$ cat src/rtl/rst_seq_pkg.sv
// rst_seq_pkg: shared definitions for the reset/clock-enable sequencer.
//   seq_state_t     - sequencer FSM states
//   DEF_*           - default parameter values for rst_seq_ctrl
package rst_seq_pkg;

  typedef enum logic [1:0] {
    ST_IDLE = 2'd0,  // waiting for the synchronized reset release
    ST_HOLD = 2'd1,  // all domains held in reset, counting down
    ST_STEP = 2'd2,  // releasing domains one at a time
    ST_DONE = 2'd3   // every domain released
  } seq_state_t;

  localparam int DEF_NUM_CH      = 4;
  localparam int DEF_SYNC_STAGES = 2;
  localparam int DEF_RST_CYCLES  = 10;
  localparam int DEF_STEP_CYCLES = 4;

endpackage

$ cat src/rtl/rst_seq_ctrl_rst_sync.sv
// rst_sync: asynchronous-assert, synchronous-deassert reset synchronizer.
//   clk        - destination clock
//   rst_async  - raw active-low reset
//   rst_synced - active-low reset, drops immediately, rises STAGES edges
//                after rst_async rises
module rst_sync
  import rst_seq_pkg::*;
#(
  parameter int STAGES = DEF_SYNC_STAGES
) (
  input  logic clk,
  input  logic rst_async,
  output logic rst_synced
);

  logic [STAGES-1:0] chain;

  always_ff @(posedge clk or negedge rst_async) begin
    if (!rst_async) begin
      chain <= '0;
    end else begin
      chain <= {chain[STAGES-2:0], 1'b1};
    end
  end

  assign rst_synced = chain[STAGES-1];

endmodule

$ cat src/rtl/rst_seq_ctrl.sv
// rst_seq_ctrl: ordered multi-domain reset / clock-enable sequencer.
//   clk_fr        - free-running clock
//   rst           - asynchronous active-low reset
//   soft_rst_req  - level request forcing all domains back into reset
//   rst_n_out     - per-domain active-low resets
//   clk_en        - per-domain clock enables (gated clock = clk_fr & clk_en[i])
//   seq_done      - all domains released
//   busy          - sequencer in HOLD or STEP
//   cur_ch        - channel being released (0 outside STEP)
//   dbg_state     - current FSM state, for observation only
module rst_seq_ctrl
  import rst_seq_pkg::*;
#(
  parameter int NUM_CH      = DEF_NUM_CH,
  parameter int SYNC_STAGES = DEF_SYNC_STAGES,
  parameter int RST_CYCLES  = DEF_RST_CYCLES,
  parameter int STEP_CYCLES = DEF_STEP_CYCLES,
  parameter int CNT_W = $clog2(((RST_CYCLES > STEP_CYCLES) ? RST_CYCLES : STEP_CYCLES) + 1),
  parameter int CH_W  = (NUM_CH > 1) ? $clog2(NUM_CH) : 1
) (
  input  logic              clk_fr,
  input  logic              rst,
  input  logic              soft_rst_req,
  output logic [NUM_CH-1:0] rst_n_out,
  output logic [NUM_CH-1:0] clk_en,
  output logic              seq_done,
  output logic              busy,
  output logic [CH_W-1:0]   cur_ch,
  output seq_state_t        dbg_state
);

  localparam logic [CNT_W-1:0]  HOLD_LOAD = CNT_W'(RST_CYCLES - 1);
  localparam logic [CNT_W-1:0]  STEP_LOAD = CNT_W'(STEP_CYCLES - 1);
  localparam logic [CH_W-1:0]   LAST_CH   = CH_W'(NUM_CH - 1);
  localparam logic [NUM_CH-1:0] FIRST_EN  = NUM_CH'(1);

  logic             rst_synced;
  seq_state_t       state;
  logic [CNT_W-1:0] cnt;
  logic [CH_W-1:0]  ch;

  rst_sync #(
    .STAGES(SYNC_STAGES)
  ) u_rst_sync (
    .clk       (clk_fr),
    .rst_async (rst),
    .rst_synced(rst_synced)
  );

  // The counter sits at HOLD_LOAD while idle, so the edge that sees
  // rst_synced high already counts as the first hold cycle. This lines the
  // power-on and soft-reset paths up on the same release timing.
  always_ff @(posedge clk_fr or negedge rst) begin
    if (!rst) begin
      state     <= ST_IDLE;
      cnt       <= HOLD_LOAD;
      ch        <= '0;
      clk_en    <= '0;
      rst_n_out <= '0;
    end else begin
      // Each reset follows its clock enable one edge later.
      rst_n_out <= clk_en;
      case (state)
        ST_IDLE: begin
          if (rst_synced) begin
            if (cnt == '0) begin
              state  <= ST_STEP;
              cnt    <= STEP_LOAD;
              ch     <= '0;
              clk_en <= FIRST_EN;
            end else begin
              state <= ST_HOLD;
              cnt   <= cnt - 1'b1;
            end
          end
        end
        ST_HOLD: begin
          if (soft_rst_req) begin
            cnt <= HOLD_LOAD;
          end else if (cnt == '0) begin
            state  <= ST_STEP;
            cnt    <= STEP_LOAD;
            ch     <= '0;
            clk_en <= FIRST_EN;
          end else begin
            cnt <= cnt - 1'b1;
          end
        end
        ST_STEP: begin
          if (soft_rst_req) begin
            state     <= ST_HOLD;
            cnt       <= HOLD_LOAD;
            ch        <= '0;
            clk_en    <= '0;
            rst_n_out <= '0;
          end else if (ch == LAST_CH) begin
            // Finish once the last domain's reset has actually risen.
            if (rst_n_out[NUM_CH-1]) begin
              state <= ST_DONE;
              ch    <= '0;
            end
          end else if (cnt == '0) begin
            ch     <= ch + 1'b1;
            cnt    <= STEP_LOAD;
            clk_en <= (clk_en << 1) | FIRST_EN;
          end else begin
            cnt <= cnt - 1'b1;
          end
        end
        ST_DONE: begin
          if (soft_rst_req) begin
            state     <= ST_HOLD;
            cnt       <= HOLD_LOAD;
            ch        <= '0;
            clk_en    <= '0;
            rst_n_out <= '0;
          end
        end
        default: begin
          state <= ST_IDLE;
          cnt   <= HOLD_LOAD;
        end
      endcase
    end
  end

  // Pure decodes of registered state; no input reaches an output directly.
  assign seq_done  = (state == ST_DONE);
  assign busy      = (state == ST_HOLD) || (state == ST_STEP);
  assign cur_ch    = ch;
  assign dbg_state = state;

endmodule

$ cat config.mk
export PLATFORM = sky130hd
export DESIGN_NAME = rst_seq_ctrl
export DESIGN_NICKNAME = d
export VERILOG_FILES = /design/src/rtl/rst_seq_pkg.sv /design/src/rtl/rst_seq_ctrl_rst_sync.sv /design/src/rtl/rst_seq_ctrl.sv
export SDC_FILE = /design/constraint.sdc
export NUM_CORES = 1
export LEC_CHECK = 0
export ABC_AREA = 1
export BUFFER_PORTS_ARGS = -buffer_cell sky130_fd_sc_hd__buf_2
export CAP_MARGIN = 0
export CORE_UTILIZATION = 59
export DETAILED_ROUTE_END_ITERATION = 7
export HOLD_SLACK_MARGIN = 0.06
export PLACE_DENSITY = 0.85
export SKIP_CTS_REPAIR_TIMING = 1
export SLEW_MARGIN = 20
export SYNTH_ARGS = -nofsm -noshare
export SYNTH_HDL_FRONTEND = slang
export SYNTH_HIERARCHICAL = 1
export SYNTH_SLANG_ARGS = --single-unit
$ cat constraint.sdc
create_clock -name clk_fr -period 2.35 [get_ports clk_fr]
set_input_delay 0.3525 -clock clk_fr [delete_from_list [all_inputs] [get_ports clk_fr]]
set_output_delay 0.3525 -clock clk_fr [all_outputs]
set_load 0.05 [all_outputs]
== Word-level counts from Yosys, hierarchy flattened ==
Index checks and enable logic that the tools add are counted.

* Order comparisons: 0
* Multiplexer cells: 34
* Bitwise operators: 0
* Equality and inequality tests: 14
* Add/subtract/negate cells: 2
* $mul: 0
* Reductions and logical operators: 8
* Div/mod/pow operators: 0
* Shift operators: 0

{| class="wikitable"
|+ Operators by type and width
! kind !! count
|-
| $mux W4 || 14
|-
| $mux W2 || 16
|-
| $pmux W4 S4 || 2
|-
| $pmux W2 S4 || 2
|-
| $ne A3 B3 Y1 const B || 4
|-
| $ne A4 B4 Y1 const B || 2
|-
| $eq A2 B2 Y1 const B || 3
|-
| $ne A2 B2 Y1 const B || 3
|-
| $reduce_and A6 Y1 || 1
|-
| $reduce_and A5 Y1 || 1
|-
| $logic_not A4 Y1 || 1
|-
| $reduce_and A4 Y1 || 1
|-
| $sub A4 B1 Y4 const B || 1
|-
| $reduce_and A3 Y1 || 1
|-
| $add A2 B1 Y2 const B || 1
|-
| $eq A2 B1 Y1 const B || 1
|-
| $logic_not A2 Y1 || 1
|-
| $ne A2 B1 Y1 const B || 1
|-
| $reduce_or A2 Y1 || 1
|-
| $logic_or A1 B1 Y1 || 1
|}

* Bits in latches: 0
* Output and inout port bits: 14
* Word-level logic and storage cells: 64
* Memory bits (writable): 0
* Bits in read-only memories: 0
* Memories kept: 0
* Bits in registers: 18

== Longest topological paths before layout ==
* Depth after elaboration: 5
* Depth in mapped cells: 9

== Cells and area by module ==
Netlist, hierarchy kept.

{| class="wikitable"
|+ Modules (own cells, without submodules)
! module !! instances !! cells each !! area an instance (um^2)
|-
| rst_seq_ctrl || 1 || 140 || 1053.5
|-
| rst_sync || 1 || 3 || 53.8
|}

== Least setup slack after synthesis ==
Ideal clock, no wire load.

* Path kind: reg-to-reg
* Start point: register state[1] (netlist: dbg_state[1])
* End point: register clk_en[3]
* Arrival: 1.901 ns
* Path buffers: 0
* Setup slack: 0.331 ns
* Setup time: 0.118 ns
* Stages on the path, launching flop included: 7
* Clock period less this slack: 2.019 ns
* Cell sequence: dfrtp_1 > ha_1 > nor2_1 > nor2_1 > o21ai_2 > nand2_1 > nand2_1

{| class="wikitable"
|+ RTL lines
! element !! RTL line !! source
|-
| start, declared || rst_seq_ctrl.sv:38 || <nowiki>seq_state_t state;</nowiki>
|-
| start signal, assigned || rst_seq_ctrl.sv:55 || <nowiki>state <= ST_IDLE;</nowiki>
|-
| start signal, assigned || rst_seq_ctrl.sv:67 || <nowiki>state <= ST_STEP;</nowiki>
|-
| start signal, assigned || rst_seq_ctrl.sv:72 || <nowiki>state <= ST_HOLD;</nowiki>
|-
| $eq A2 B2 Y1 || -- ||
|-
| named net seq_done || rst_seq_ctrl.sv:26 || <nowiki>output logic seq_done,</nowiki>
|-
| $pmux W4 S4 || rst_seq_ctrl.sv:63 || <nowiki>case (state)</nowiki>
|-
| end signal, assigned || rst_seq_ctrl.sv:105 || <nowiki>clk_en <= (clk_en << 1) | FIRST_EN;</nowiki>
|-
| end, declared || rst_seq_ctrl.sv:25 || <nowiki>output logic [NUM_CH-1:0] clk_en,</nowiki>
|}

The timed path passes the listed nets, and every way through them passes these cells.
A chain may end at the register's enable or synchronous reset.

== Worst setup path in the final report ==
* Start point: register state[1] (netlist: dbg_state[1])
* End point: output busy

* Longest elaborated chain between the ends: 2

{| class="wikitable"
|+ RTL lines
! element !! RTL line !! source
|-
| $eq A2 B1 Y1 / $eq A2 B2 Y1 (equally long branches) || rst_seq_ctrl.sv:129 || <nowiki>assign busy = (state == ST_HOLD) || (state == ST_STEP);</nowiki>
|-
| $logic_or A1 B1 Y1 (*) || rst_seq_ctrl.sv:129 ||
|-
| end, declared || rst_seq_ctrl.sv:27 || <nowiki>output logic busy,</nowiki>
|}

Every way passes the cells marked *; elsewhere a longest branch is shown, timed or not.

==> results.json <==
{
  "run_status": "finished clean",
  "power_frac_clock_pct": 9.2,
  "r2r_setup_slack_ns": 0.68,
  "final.period_utilization_pct": 75.2,
  "hold_class": "flop to flop",
  "yosysMostFrequentCell": "sky130_fd_sc_hd__nand2_1",
  "yosys_warnings": 6,
  "synth_area_leader_cell": "sky130_fd_sc_hd__dfrtp_1",
  "die_area_sq_mm": 0.00205,
  "crit_chain": "inv_1 -> ha_1 -> buf_2",
  "post-route-drc-count": 0,
  "swShare_pct": 54.2,
  "setup_tns_ns": 0,
  "clock_tree_from_tritoncts": "done",
  "max_cap_violations": 0,
  "post-place-ws_ns": 0.690,
  "synth.top_cell.area_share_pct": 36.2,
  "antenna_diode_count": 0,
  "switchingPower_uw": 946,
  "seq_power_share_pct": 27.9,
  "cp-start-kind": "flop",
  "dp.cells": 184,
  "port_buffers": 16,
  "post_route_cells_drive_above_1_share_pct": 22.0,
  "cts-root-buf": "sky130_fd_sc_hd__clkbuf_4",
  "dpl.hpwl_um": 1650,
  "row_count": 15,
  "cts_inserted_buffers": 3,
  "place_area_sq_mm": 0.00122,
  "avgRoutedWirePerCell_um": 11.4,
  "yosysSeqAreaShare_pct": 40.9,
  "globalRouteOverflowTotal": 0,
  "cts_max_path_bufs": 2,
  "criticalPathCategory": "flop to output pin",
  "core_area_sq_mm": 0.00175,
  "internal_power_uw": 799,
  "static-leakage-power_uw": 0.000707,
  "mappedNetlistArea_sq_mm": 0.00111,
  "power.density_cell_area_mw_per_mm2": 1390,
  "synth_fp_nets": 154,
  "combinationalPowerShare_pct": 62.8,
  "timing.final.crit_period_ns": 1.77,
  "worst_vdd_drop_uv": 781,
  "postLayoutSetupSlackWorst_ns": 0.584,
  "postRouteWirelength_um": 2160,
  "initialDrtViolationCount": 15,
  "cp-end-kind": "output pin",
  "drt_pre_antenna_iters": 4,
  "finalHoldViolCount": 0,
  "grt_antenna_before_repair": 0,
  "timing.critical_path.max_delay_family": "flip-flops",
  "syn-mean-instance-area_sq_um": 7.74,
  "worst-path-buf-inv": 2,
  "max_freq_mhz": 566,
  "area_growth_pct": 13.3,
  "yosys_register_bits": 18,
  "clock_sink_count": 18,
  "synth_edf_count": 0,
  "holdWs_ns": 0.358,
  "grt_max_degree": 19,
  "crit_required_ns": 2.00,
  "design.portCount": 17,
  "rsz_0062_raised_after_global_routing": "false",
  "detail-route-antenna-nets": 0,
  "h-tree-depth": 1,
  "die_height_um": 45.3,
  "clkTransAtPathRegs_ns": 0.10,
  "route.vias.total": 981,
  "arrival_ns": 1.41,
  "setup_viol_count_final": 0,
  "first_global_vias": 853,
  "synth_cell_types": 21,
  "chipWidth_um": 45.3,
  "post_route_insts_no_fill": 189,
  "wire_length_of_the_first_global_routing_pass_um": 3390,
  "crit_slowest_cell": "sky130_fd_sc_hd__dfrtp_1",
  "maximum_fanout_along_the_worst_path": 5,
  "ys_async_sr_fraction_pct": 100,
  "place.gp.congestion": 0.838,
  "slew_violations": 0,
  "postSynth.topFlopCell": "sky130_fd_sc_hd__dfrtp_1",
  "post_synth_inst_count": 143,
  "floorplan.initialDensity_pct": 63.4,
  "final.setup_skew_ns": 0.00711,
  "worst_path_largest_cell_delay_ns": 0.42,
  "viasPerCell": 5.19,
  "post-route-cell-area_sq_mm": 0.00125,
  "grt_use_total_pct": 23.2,
  "netlist_top_cells_area": "sky130_fd_sc_hd__dfrtp_1 36%, sky130_fd_sc_hd__nand2_1 14%, sky130_fd_sc_hd__ha_1 9.0%",
  "finish.net_count": 176,
  "post_synth_most_frequent_cells": "40 x sky130_fd_sc_hd__nand2_1, 20 x sky130_fd_sc_hd__inv_1, 16 x sky130_fd_sc_hd__dfrtp_1",
  "worstSkewPairLatency_ns": 0.30
}
-- final cells by class --
type                            count  area (sq um)
Multi-Input combinational cell    102           568
Fill cell                         139           490
Tap cell                           25          31.3
Sequential cell                    18           453
Inverter                           23          86.3
Clock buffer                        4          26.3
Timing Repair Buffer               17          90.1
-- worst register-to-register path, stage by stage (launching register included) --
cell and delay [ns]:
sky130_fd_sc_hd__dfrtp_1 0.41, sky130_fd_sc_hd__inv_1 0.10, sky130_fd_sc_hd__ha_1 0.27, sky130_fd_sc_hd__nor2_1 0.32, sky130_fd_sc_hd__nor2_1 0.13, sky130_fd_sc_hd__o21ai_2 0.19, sky130_fd_sc_hd__nand2_1 0.07, sky130_fd_sc_hd__nand2_1 0.06
sky130_fd_sc_hd__inv_1 0.04
-- routing by layer --
| layer | share of wire [%] | global-route usage (%) |
|---|---|---|
| met1 | 49 | 29.7 |
| met2 | 47 | 38.3 |
| met3 | 3.4 | 4.00 |
| met4 | 1.5 | 10.3 |
| met5 | 0 | 0 |
-- worst paths after layout --
check | from | to | cells past startpoint
max | dbg_state[1] | busy | 3
min | u_rst_sync/chain[0] | u_rst_sync/chain[1] | 0
max reg2reg | dbg_state[0] | clk_en[0] | 8
min reg2reg | u_rst_sync/chain[0] | u_rst_sync/chain[1] | 0
max in group asynchronous | rst | cnt[0] | 2
min in group asynchronous | rst | rst_n_out[1] | 2
-- logic make-up (layout without fill, tap and decap cells) --
kind of cell / count (synthesis) / count (layout) / share of synthesized area, %
AO/OA/AOI/OAI: 16 / 16 / 8.02
adder cells (fa/ha/maj): 8 / 8 / 9.04
flip-flops: 18 / 18 / 40.9
other: 1 / 1 / 0.339
AND/OR/NAND/NOR: 77 / 77 / 33.9
buffers and inverters: 23 / 44 / 7.80
-- registers in the layout (all words and copies together) (netlist names) --
signal            flops
clk_en                4
cnt                   4
rst_n_out             4
cur_ch                2
dbg_state             2
u_rst_sync/chain      2
-- power groups by stage --
stage / clock, uW / sequential, uW / combinational [uW]
after global routing: 175 / 501 / 1200
after CTS: 163 / 486 / 1090
after floorplan: 0 / 679 / 680
after global placement: 0 / 489 / 1050
after detailed placement: 0 / 493 / 1090
final: 161 / 488 / 1100
-- per-stage QoR --
step,util (%),total power (uW)
6_report,71.9,1750
5_1_grt,71.9,1880
4_1_cts,71.3,1740
3_5_place_dp,69.8,1580
3_3_place_gp,69.8,1540
2_1_floorplan,-,1360
-- cell usage in the layout (no fill, tap or decap) --
cell type / count
sky130_fd_sc_hd__dfstp_2: 2
sky130_fd_sc_hd__inv_1: 20
sky130_fd_sc_hd__nor2_4: 2
sky130_fd_sc_hd__clkbuf_4: 3
sky130_fd_sc_hd__nand3b_1: 2
sky130_fd_sc_hd__nand3_1: 11
sky130_fd_sc_hd__buf_2: 16
sky130_fd_sc_hd__nor2_1: 13
sky130_fd_sc_hd__conb_1: 1
sky130_fd_sc_hd__nand3_2: 3
sky130_fd_sc_hd__nand3_4: 1
sky130_fd_sc_hd__o22ai_1: 1
sky130_fd_sc_hd__o21ai_2: 2
sky130_fd_sc_hd__ha_1: 8
sky130_fd_sc_hd__dfrtp_1: 16
sky130_fd_sc_hd__inv_2: 3
sky130_fd_sc_hd__nand2_4: 1
sky130_fd_sc_hd__a21oi_1: 2
sky130_fd_sc_hd__nand4_1: 1
sky130_fd_sc_hd__nand2_1: 40
sky130_fd_sc_hd__dlygate4sd3_1: 1
sky130_fd_sc_hd__clkbuf_1: 1
sky130_fd_sc_hd__nor2_2: 3
sky130_fd_sc_hd__o21ai_1: 1
sky130_fd_sc_hd__o21ai_0: 10
No activity file was read; power rests on OpenSTA's default activity.
